[config.mk]
export PLATFORM = sky130hd
export DESIGN_NAME = sw_alloc_rr
export DESIGN_NICKNAME = d
export VERILOG_FILES = /design/src/rtl/sw_alloc_rr.sv
export SDC_FILE = /design/constraint.sdc
export NUM_CORES = 1
export LEC_CHECK = 0
export ABC_AREA = 1
export BUFFER_PORTS_ARGS = -buffer_cell sky130_fd_sc_hd__buf_2
export CORE_ASPECT_RATIO = 0.75
export CORE_MARGIN = 5
export CORE_UTILIZATION = 35
export CTS_CLUSTER_DIAMETER = 50
export DETAILED_ROUTE_END_ITERATION = 16
export PLACE_DENSITY = 0.66
export SYNTH_ARGS = -nofsm -noshare
export SYNTH_HDL_FRONTEND = slang
export SYNTH_SLANG_ARGS = --single-unit
[constraint.sdc]
create_clock -name clk -period 3.7 [get_ports clk]
set_input_delay 0.74 -clock clk [delete_from_list [all_inputs] [get_ports clk]]
set_output_delay 0.74 -clock clk [all_outputs]
set_load 0.005 [all_outputs]
[src/rtl/sw_alloc_rr.sv]
// Switch allocator for a 5-port mesh router (N,E,S,W,L).
// Each output port runs its own round-robin arbiter. Every grant is gated by
// that output's obuf_rdy, and the winner drives the crossbar select.
// Copy-mode packets keep their unsent outputs in a pending mask until every
// copy has been sent. Grants and selects are combinational; pointers, pending
// masks and per-input state are registered.
module sw_alloc_rr #(
  parameter int NPORT = 5,
  parameter int SELW  = 3
) (
  input  logic                  clk,
  input  logic                  rst_n,
  input  logic [NPORT-1:0]      in_vld,
  input  logic [NPORT*5-1:0]    in_req,
  input  logic [NPORT-1:0]      in_cpy,
  input  logic [NPORT-1:0]      obuf_rdy,
  output logic [NPORT*5-1:0]    gnt,
  output logic [NPORT-1:0]      out_vld,
  output logic [NPORT*SELW-1:0] out_sel,
  output logic [NPORT-1:0]      in_done,
  output logic [NPORT-1:0]      in_busy
);

  localparam logic [0:0]      ST_IDLE   = 1'b0;
  localparam logic [0:0]      ST_ACTIVE = 1'b1;
  localparam logic [SELW-1:0] SEL_NONE  = {SELW{1'b1}};

  logic [NPORT-1:0]       state_r;   // one bit per input, ST_IDLE / ST_ACTIVE
  logic [NPORT-1:0][4:0]  pend_r;    // outputs still owed to an ACTIVE input
  logic [NPORT-1:0][2:0]  ptr_r;     // round-robin start index per output

  logic [NPORT-1:0][4:0]  eff_s;     // effective request mask per input
  logic [NPORT-1:0][4:0]  cand_s;    // candidate inputs per output
  logic [NPORT-1:0][3:0]  pick_s;    // {found, winner index} per output
  logic [NPORT-1:0][4:0]  rem_s;     // requested outputs not granted this cycle

  // Isolate the lowest set bit of a request mask (unicast picks one output).
  function automatic logic [4:0] lowest_bit(input logic [4:0] m);
    return m & (~m + 5'd1);
  endfunction

  // Round-robin search starting at ptr, increasing index mod 5.
  // The search runs from the farthest offset down, so the last match kept
  // is the one nearest to ptr.
  function automatic logic [3:0] rr_pick(input logic [4:0] cand, input logic [2:0] ptr);
    logic [3:0] res;
    logic [3:0] idx;
    res = {1'b0, 3'd7};
    for (int k = 4; k >= 0; k--) begin
      idx = {1'b0, ptr} + 4'(k);
      if (idx >= 4'd5) begin
        idx = idx - 4'd5;
      end else begin
        idx = idx;
      end
      if (cand[idx[2:0]]) begin
        res = {1'b1, idx[2:0]};
      end else begin
        res = res;
      end
    end
    return res;
  endfunction

  // Effective request per input.
  // While reset is asserted every request is masked, so no grant leaks out.
  always_comb begin
    eff_s = '0;
    for (int i = 0; i < NPORT; i++) begin
      if (!rst_n || !in_vld[i]) begin
        eff_s[i] = 5'd0;
      end else if (state_r[i] == ST_ACTIVE) begin
        eff_s[i] = pend_r[i];
      end else if (in_cpy[i]) begin
        eff_s[i] = in_req[5*i +: 5];
      end else begin
        eff_s[i] = lowest_bit(in_req[5*i +: 5]);
      end
    end
  end

  // Transpose the effective requests into per-output candidate sets and pick winners.
  always_comb begin
    cand_s = '0;
    pick_s = '0;
    for (int j = 0; j < NPORT; j++) begin
      for (int i = 0; i < NPORT; i++) begin
        cand_s[j][i] = eff_s[i][j];
      end
      pick_s[j] = rr_pick(cand_s[j], ptr_r[j]);
    end
  end

  // Gate the winners with output readiness and drive grants and crossbar selects.
  always_comb begin
    gnt     = '0;
    out_vld = '0;
    out_sel = '1;
    for (int j = 0; j < NPORT; j++) begin
      if (obuf_rdy[j] && pick_s[j][3]) begin
        out_vld[j]               = 1'b1;
        out_sel[SELW*j +: SELW]  = SELW'(pick_s[j][2:0]);
        for (int i = 0; i < NPORT; i++) begin
          if (pick_s[j][2:0] == 3'(i)) begin
            gnt[5*i+j] = 1'b1;
          end else begin
            gnt[5*i+j] = 1'b0;
          end
        end
      end else begin
        out_vld[j]              = 1'b0;
        out_sel[SELW*j +: SELW] = SEL_NONE;
      end
    end
  end

  // Remaining copies and completion pulse per input.
  always_comb begin
    rem_s   = '0;
    in_done = '0;
    for (int i = 0; i < NPORT; i++) begin
      rem_s[i] = eff_s[i] & ~gnt[5*i +: 5];
      if ((eff_s[i] != 5'd0) && (rem_s[i] == 5'd0)) begin
        in_done[i] = 1'b1;
      end else begin
        in_done[i] = 1'b0;
      end
    end
  end

  assign in_busy = state_r;

  // Advance the round-robin pointers. Also update each input's state and pending copies.
  always_ff @(posedge clk or negedge rst_n) begin
    if (!rst_n) begin
      state_r <= '0;
      pend_r  <= '0;
      ptr_r   <= '0;
    end else begin
      for (int j = 0; j < NPORT; j++) begin
        if (out_vld[j]) begin
          ptr_r[j] <= (pick_s[j][2:0] == 3'd4) ? 3'd0 : pick_s[j][2:0] + 3'd1;
        end else begin
          ptr_r[j] <= ptr_r[j];
        end
      end
      for (int i = 0; i < NPORT; i++) begin
        if (eff_s[i] != 5'd0) begin
          if (rem_s[i] == 5'd0) begin
            state_r[i] <= ST_IDLE;
            pend_r[i]  <= 5'd0;
          end else if ((state_r[i] == ST_ACTIVE) || in_cpy[i]) begin
            state_r[i] <= ST_ACTIVE;
            pend_r[i]  <= rem_s[i];
          end else begin
            // Unicast that lost arbitration: re-request from in_req next cycle.
            state_r[i] <= ST_IDLE;
            pend_r[i]  <= 5'd0;
          end
        end else if ((state_r[i] == ST_ACTIVE) && !in_vld[i]) begin
          // Packet withdrawn mid copy: drop the remaining copies silently.
          state_r[i] <= ST_IDLE;
          pend_r[i]  <= 5'd0;
        end else begin
          state_r[i] <= state_r[i];
          pend_r[i]  <= pend_r[i];
        end
      end
    end
  end

endmodule

# ---- Word level (Yosys, flattened, before mapping)
# Cells that the tools add are included.
dict set report totals {
  regBits 45
  out_inout_bits 55
  word_cells 436
}
dict set report classes {
  addsub 55
  order_cmp 50
  n_eq_ne 20
  mux 225
  bitwise_logic 20
  reduce_logical 51
}
# operator n
set op_table {}
lappend op_table {{5-bit 2-to-1 mux} 35}
lappend op_table {{1-bit 2-to-1 mux} 105}
lappend op_table {{3-bit 2-to-1 mux} 35}
lappend op_table {{3-bit by 4-bit < comparator with 1-bit output, second input constant} 25}
lappend op_table {{4-bit 2-to-1 mux} 25}
lappend op_table {{4-bit by 3-bit greater-or-equal comparator with 1-bit output, second input constant} 20}
lappend op_table {{1-bit binary-select mux with 3-bit select} 25}
lappend op_table {{3-bit subtractor, second input constant} 25}
lappend op_table {{5-bit AND} 10}
lappend op_table {{5-bit NOT} 10}
lappend op_table {{3-bit by 2-bit adder with 4-bit output, second input constant} 10}
lappend op_table {{3-bit by 2-bit == test with 1-bit output, second input constant} 10}
lappend op_table {{5-bit by 1-bit adder with 5-bit output, second input constant} 5}
lappend op_table {{5-bit zero test} 5}
lappend op_table {{5-bit nonzero test} 5}
lappend op_table {{3-bit by 1-bit adder with 4-bit output, second input constant} 5}
lappend op_table {{3-bit by 3-bit adder with 4-bit output, second input constant} 5}
lappend op_table {{3-bit by 1-bit adder with 3-bit output, second input constant} 5}
lappend op_table {{3-bit by 1-bit == test with 1-bit output, second input constant} 5}
lappend op_table {{3-bit == test, second input constant} 5}
lappend op_table {{3-bit greater-or-equal comparator, second input constant} 5}
lappend op_table {{1-bit logical AND} 15}
lappend op_table {{3-bit zero test} 5}
lappend op_table {{1-bit logical OR} 10}
lappend op_table {{other kinds (2)} 11}

# ---- Depth between registers and ports, before layout
# Gate-level depths: netlist of the first run.
dict set report logic_depth {
  depth_word 21
  ltp_mapped 30
  depth_no_buf 29
}

# ---- Worst setup path before layout of the first run
# Ideal clock, no wire load.
dict set report synth_path {
  path_kind {register -> output}
  start {reg ptr_r[9] (netlist bit)}
  end {out in_done[0]}
  arrival_ns 3.332
  required_ns 2.960
  slack_ns -0.372
  path_stages_with_launch 29
  n_path_buf 1
  cell_sequence {dfrtp_1 > buf_4 > inv_1 > ha_1 > inv_1 > fa_1 > inv_1 > nand2_1 > nand2_1 > nand2_1 > nor2_1 > nand3_1 > nand2_1 > inv_1 > nand2_1 > nand2_1 > nand2_1 > inv_1 > o21ai_0 > o21bai_1 > nand2_1 > o21ai_0 > ha_1 > nand3_1 > o21bai_1 > nand2_1 > nor2_1 > nand3_1 > nor2_1}
}
dict set report synth_between {
  elab_chain_len 18
  word_cells_on_any_way 43
  classes_between {add/sub (9); order compare (5); mux (23); bitwise (2); reduce/logical (4)}
}
# item line_no
set synth_lines {}
lappend synth_lines {{start: declaration} 30} ;# logic [NPORT-1:0][2:0] ptr_r;
lappend synth_lines {{start signal: indexed assignment} 142} ;# ptr_r[j] <= (pick_s[j][2:0] == 3'd4) ? 3'd0 : pick_s[j][2:0] + 3'd1;
lappend synth_lines {{start signal: indexed assignment} 144} ;# ptr_r[j] <= ptr_r[j];
lappend synth_lines {{3-bit by 3-bit adder with 4-bit output} 50} ;# idx = {1'b0, ptr} + 4'(k);
lappend synth_lines {{4-bit by 3-bit greater-or-equal comparator with 1-bit output or 3-bit subtractor (tied branches)} {51, 52}}
lappend synth_lines {{3-bit 2-to-1 mux} 51} ;# if (idx >= 4'd5) begin
lappend synth_lines {{1-bit binary-select mux with 3-bit select} 56} ;# if (cand[idx[2:0]]) begin
lappend synth_lines {{1-bit 2-to-1 mux (implied by the code)} 56}
lappend synth_lines {{4-bit 2-to-1 mux (4 in a row)} 56}
lappend synth_lines {{4-bit 2-to-1 mux (*)} 56}
lappend synth_lines {{3-bit zero test} 104} ;# if (pick_s[j][2:0] == 3'(i)) begin
lappend synth_lines {{1-bit 2-to-1 mux} 104}
lappend synth_lines {{1-bit 2-to-1 mux (*)} 100} ;# if (obuf_rdy[j] && pick_s[j][3]) begin
lappend synth_lines {{5-bit NOT (*)} 122} ;# rem_s[i] = eff_s[i] & ~gnt[5*i +: 5];
lappend synth_lines {{5-bit AND (*)} 122}
lappend synth_lines {{5-bit zero test (*)} 123} ;# if ((eff_s[i] != 5'd0) && (rem_s[i] == 5'd0)) begin
lappend synth_lines {{1-bit logical AND (*)} 123}
lappend synth_lines {{1-bit 2-to-1 mux (*)} 123}
lappend synth_lines {{end: declaration} 20} ;# output logic [NPORT-1:0] in_done,
# Mark *: on every way between the ends. The rest lies on a longest branch, timed or not. The select of a mux whose other input is x is not followed.

# ---- Worst setup path in the final report of the first run
dict set report layout_path {
  start {reg ptr_r[9] (netlist bit)}
  end {out in_done[4]}
}
dict set report layout_between {
  elab_chain_len 18
  word_cells_on_any_way 43
  classes_between {add/sub (9); order compare (5); eq/ne (1); mux (23); bitwise (2); reduce/logical (3)}
}
# item line_no
set layout_lines {}
lappend layout_lines {{3-bit by 3-bit adder with 4-bit output} 50}
lappend layout_lines {{4-bit by 3-bit greater-or-equal comparator with 1-bit output or 3-bit subtractor (tied branches)} {51, 52}}
lappend layout_lines {{3-bit 2-to-1 mux} 51}
lappend layout_lines {{1-bit binary-select mux with 3-bit select} 56}
lappend layout_lines {{1-bit 2-to-1 mux (implied by the code)} 56}
lappend layout_lines {{4-bit 2-to-1 mux (4 in a row)} 56}
lappend layout_lines {{4-bit 2-to-1 mux (*)} 56}
lappend layout_lines {{3-bit == test} 104}
lappend layout_lines {{1-bit 2-to-1 mux} 104}
lappend layout_lines {{1-bit 2-to-1 mux (*)} 100}
lappend layout_lines {{5-bit NOT (*)} 122}
lappend layout_lines {{5-bit AND (*)} 122}
lappend layout_lines {{5-bit zero test (*)} 123}
lappend layout_lines {{1-bit logical AND (*)} 123}
lappend layout_lines {{1-bit 2-to-1 mux (*)} 123}
# Marked as above.

==> impl_metrics.ini, run 1 <==
[synth]
yosysWarnings = 0
syn_area_um2 = 7810
syn_nets = 1431
synthCells = 1324
ys.flop_type = dfrtp_1
synth_top_area_cell = nand2_1
syn_avg_cell_area_um2 = 5.90
ys_types = 53
yosys_register_bits = 45
yosys-top-cells-area = nand2_1 21%, dfrtp_1 14%, ha_1 9.6%, inv_1 9.6%, nand3_1 9.0%
synth.top_cell.area_share_pct = 21.1
synth_common_cells = 438 x nand2_1, 199 x inv_1, 141 x nand3_1
synthArstFlopShare_pct = 100
ys_seq_area_share_pct = 14.4
synth_most_common_cell = nand2_1
synth_edf_count = 0

[cells_and_area]
finalNonFillerCells = 2232
syn_to_final_growth_pct = 98.5
drive_gt1_share_pct = 57.7
final_nets = 2044
antenna_cells = 0

[floorplan]
rows = 47
initial_core_util_pct = 35.5
die_w_um = 182
die_y_um = 139
ios = 97
coreArea_um2 = 22000
die-area_um2 = 25400

[setup_path]
worstSetupEndpointType = output pin
crit_buf_inv = 8
ff2ff_setup_slack_ns = -0.75
start_kind = flip-flop
worstPathRequired_ns = 2.96
critPathMaxStageDelay_ns = 0.43
cpMostUsedCell = nand2_1
critPathSlowestCell = dfrtp_1
worstSetupPathType = reg -> out
crit_family = simple AND/OR/NAND/NOR gates
crit_end = in_done[4]
reg2reg_depth = 37
crit_fanout = 4
critical_path_depth = 28
r2r_start = ptr_r[9]
arrival_ns = 4.07
startpoint = ptr_r[9]
reg2reg_to = ptr_r[9]

[timing]
slew-limit-headroom_pct = 38.8
grt_setup_unrepaired = true
period_share_pct = 130
setup_violations = 56
fin_worst_skew_ns = 0.00737
timing_max_transition_violations_final = 0
tightest_slew_ns = 0.909
post-route-min-period_ns = 4.81
setup_ws_ns = -1.11
final_hold_viol_count = 0
fmax_mhz = 208

[global_routing]
grt_max_degree = 15
grt_pass1_wl_um = 52600
grt_overflow = 0
grt_pass1_vias = 10900
grtUsageTotal_pct = 24.7
antenna_found_initial = 0

[clocking]
cts_buffer_depth = 2
clk_latency_ns = 0.31
cts_tree = done
clk_pin_slew_ns = 0.07
cts_root_buf = clkbuf_16
cts_htree_levels = 2
cts-buffers-inserted = 5
clock-sinks = 45
ctsHoldBuffers = 0

[place]
gp_congestion = 0.926
placed_cells = 2103
port-buffer-count = 96
dp_hpwl_um = 24200

[detailed_routing]
post_drt_wl_per_cell_um = 16.8
drc = 0
drtAntennaViolNets = 0
num_vias = 11700
wirelength_um = 37400
drtPass1Iterations = 6
drt_iter0_drc = 1037
vias_per_cell = 5.23

[status]
violations = setup timing
status = finished with violations

[job]
drv_cap = 0

[hold_path]
worst_hold_path_type = reg -> reg
hold_depth = 2
## routing by layer
layer  vias to the layer above  wire length (µm)  GRT usage (%)
met2                       564             18300           42.5
li1                       5496                 -              -
met1                      5493             15100           32.3
met3                       110              2620           4.70
met4                         0              1330           5.57
met5                         -                 0              0
## final cells by class
cell class / count / area (µm²)
inverters: 227 / 947
well taps: 294 / 368
flip-flops and latches: 45 / 1130
clock buffers: 6 / 139
clock inverters: 2 / 37.5
fillers: 1565 / 6500
multi-input cells: 1036 / 7830
repair buffers: 622 / 5040
## how the worst min path moves through the flow
stage                     from    endpoint
floorplan                rst_n  in_busy[0]
global placement    pend_r[20]  pend_r[20]
detailed placement  pend_r[20]  pend_r[20]
CTS                 pend_r[20]  pend_r[20]
global route        pend_r[20]  pend_r[20]
finish              pend_r[20]  pend_r[20]
## stage by stage
| step | TNS, ns | utilization, % | cell area (µm²) | hold WS [ns] | setup WS, ns |
|---|---|---|---|---|---|
| after global placement | -8.84 | 53.5 | 11800 | 0.473 | -0.745 |
| after CTS | -15.76 | 63.2 | 13900 | 0.518 | -0.798 |
| final | -24.51 | 70.5 | 15500 | 0.531 | -1.11 |
| after detailed placement | -10.57 | 53.5 | 11800 | 0.502 | -0.787 |
| after floorplan | -0.360 | - | 8000 | 0.444 | -0.112 |
| after global routing | -34.07 | 70.5 | 15500 | 0.542 | -1.31 |
## flip-flops by register name (all words and copies together), names as in the netlist
register / cells
pend_r: 25
in_busy: 5
ptr_r: 15
## layout by cell type (no fill, tap or decap), drive strengths merged, types with 5 or more instances in the layout
cell type,count
ha,60
a21boi,8
nand2,464
a21oi,61
nor2,84
or2,8
o22ai,26
buf,620
o21bai,6
nand4,17
xor2,10
fa,5
o21ai,93
dfrtp,45
nand3,162
o211ai,5
clkbuf,7
xnor2,7
inv,222
nand3b,5
## kinds of logic (layout without fill, tap and decap cells)
kind of cell / Yosys count / count (layout) / synth area share [%]
simple gates: 748 / 748 / 43.5
buf+inv: 243 / 857 / 12.7
compound gates: 206 / 206 / 16.3
fa+ha+maj: 65 / 65 / 10.9
flops: 45 / 45 / 14.4
xor+xnor: 17 / 17 / 2.20
## worst min-delay path, cell delays in order (launching register included)
cell and delay [ns]:
dfrtp_1 0.37, nand2_1 0.06, o21ai_0 0.07
## what timing repair did
item	4_1_cts	5_1_grt
hold endpoints to repair	0	0
setup endpoints to repair	51	59
gates resized for setup	326	338
pin swaps	123	117
buffers inserted	106	52
gates cloned	1	1
Power of run 1 is not shown: default switching activity piles up to over one toggle a cycle in this logic, so the estimate is an artifact.
==> inputs of run 2 (changes only) <==
--- a/config.mk
+++ b/config.mk
@@ -12,7 +12,7 @@
 export CORE_UTILIZATION = 35
 export CTS_CLUSTER_DIAMETER = 50
 export DETAILED_ROUTE_END_ITERATION = 16
-export PLACE_DENSITY = 0.66
+export PLACE_DENSITY = 0.64
 export SYNTH_ARGS = -nofsm -noshare
 export SYNTH_HDL_FRONTEND = slang
 export SYNTH_SLANG_ARGS = --single-unit
==> constraint.sdc (replaced) <==
create_clock -name clk -period 5.2 [get_ports clk]
set_input_delay 1.04 -clock clk [delete_from_list [all_inputs] [get_ports clk]]
set_output_delay 1.04 -clock clk [all_outputs]
set_load 0.005 [all_outputs]
==> run 2 against run 1 <==
Core utilization down 27 points. Critical endpoint is now in_done[3]. Die area did not move. The flow now finishes without violations. Critical path type is now in -> out. Critical path depth decreased by 6.
==> impl_metrics.ini, run 2 (synthesis gave the netlist of run 1 again) <==
[cells_and_area]
antenna_cells = 0
regMostFlops = pend_r
final_cell_mix = 424 x nand2_1, 186 x inv_1, 137 x nand3_1, 95 x buf_2, 74 x buf_4
fill_cells = 2332
largest_reg_flops = 25
final_common_cell = nand2_1
syn_to_final_growth_pct = 22.8
drive_gt1_share_pct = 25.5
final_nets = 1594
fin_util_pct = 43.6

[timing]
final_hold_viol_count = 0
setup_violations = 0
tightest_slew_ns = 0.765
period_share_pct = 97.2
holdWs_ns = 0.494
timing_max_transition_violations_final = 0
slew-limit-headroom_pct = 48.5
fmax_mhz = 198
fin_worst_skew_ns = 0.0116
post-route-min-period_ns = 5.05

[setup_path]
reg2reg_depth = 25
ff2ff_setup_slack_ns = 1.57
crit_fanout = 10
start_kind = input pin
arrival_ns = 4.01
critPathSlowestCell = a22o_2
worstPathCellList = buf_8 > buf_4 > nand2_2 > a21oi_2 > nand3_2 > buf_4 > buf_4 > nand2_1 > nand3_1 > nand2_1 > nand2_1 > nand2_2 > o21ai_0 > a22o_2 > inv_1 > ha_1 > ha_1 > inv_1 > o21ai_4 > nand3_2 > nor3_2 > buf_2
worstSetupEndpointType = output pin
reg2reg_to = ptr_r[11]
worstSetupPathType = in -> out
r2r_start = ptr_r[9]
critPathMaxStageDelay_ns = 0.27
worstPathRequired_ns = 4.16

[detailed_routing]
wirelength_um = 26300
drt_iter0_drc = 986
vias_per_cell = 5.07
num_vias = 9033
drtPass1Iterations = 5
drtAntennaViolNets = 0
post_drt_wl_per_cell_um = 14.8
drc = 0

[clocking]
clock-sinks = 45
clk_latency_ns = 0.31
cts_htree_levels = 2
cts_root_buf = clkbuf_16
clk_pin_slew_ns = 0.07
cts_tree = done
cts_buffer_depth = 2
cts-buffers-inserted = 5

[global_routing]
grt_pass1_wl_um = 41300
antenna_found_initial = 0
grt_max_degree = 17
grt_pass1_vias = 8169
grt_overflow = 0
grtUsageTotal_pct = 19.6

[floorplan]
die-area_um2 = 25400
rows = 47
initial_core_util_pct = 35.5
die_y_um = 139
coreArea_um2 = 22000
die_w_um = 182
ios = 97

[hold_path]
min_from = pend_r[24]
hold_end = pend_r[24]
hold_depth = 2
worst_hold_path_type = reg -> reg

[place]
port-buffer-count = 96
gp_congestion = 0.969
dp_hpwl_um = 21300

[job]
drv_cap = 0

[status]
status = finished, final reports clean
run 2: critical path: cells and delay by family:
family	cells	cell delay, ns
compound gates	4	0.72
buf+inv	7	0.93
simple gates	9	1.02
fa+ha+maj	2	0.28
run 2: layout make-up:
class,instances,area (µm²),share of cell area (%)
clock inverter,3,25.0,0.261
inverter,227,872,9.10
tap,294,368,3.84
clock buffer,5,125,1.31
sequential,45,1130,11.8
multi-input combinational,1036,5980,62.4
timing repair buffer,172,1080,11.2
run 2: layer usage:
metal	vias to the layer above	track usage (%)	wire, µm
met4	0	4.22	578
met5	-	0	0
met3	36	2.82	2080
met2	389	29.6	11100
li1	4579	-	-
met1	4029	29.7	12600
run 2: worst max path at each step:
stage                   start         end  slack, ns  depth (start not counted)
floorplan            ptr_r[9]  in_done[0]       0.83                         28
global placement        rst_n  in_done[2]      -0.04                         21
detailed placement      rst_n  in_done[1]      -0.08                         23
CTS                 ptr_r[12]  in_done[4]      0.007                         26
global route         ptr_r[9]  in_done[2]      -0.06                         28
finish                  rst_n  in_done[3]       0.15                         22
run 2: through the flow:
stage | setup TNS (ns) | instance area (µm²) | instances | setup WS [ns]
2_1_floorplan | 0 | 7810 | 1324 | 0.828
3_3_place_gp | -0.129 | 8900 | 1749 | -0.0436
3_5_place_dp | -0.255 | 8900 | 1749 | -0.0764
4_1_cts | 0 | 9060 | 1757 | 0.00653
5_1_grt | -0.142 | 9580 | 1782 | -0.0643
6_report | 0 | 9580 | 1782 | 0.147
run 2: repair_timing:
item / in CTS / in global routing
hold buffers: 0 / 0
pin swaps: 0 / 25
setup buffers: 0 / 25
gates resized for setup: 8 / 102
endpoints found under the hold margin: 0 / 0
endpoints found under the setup margin: 5 / 6
Power of run 2 is left out for the same reason.
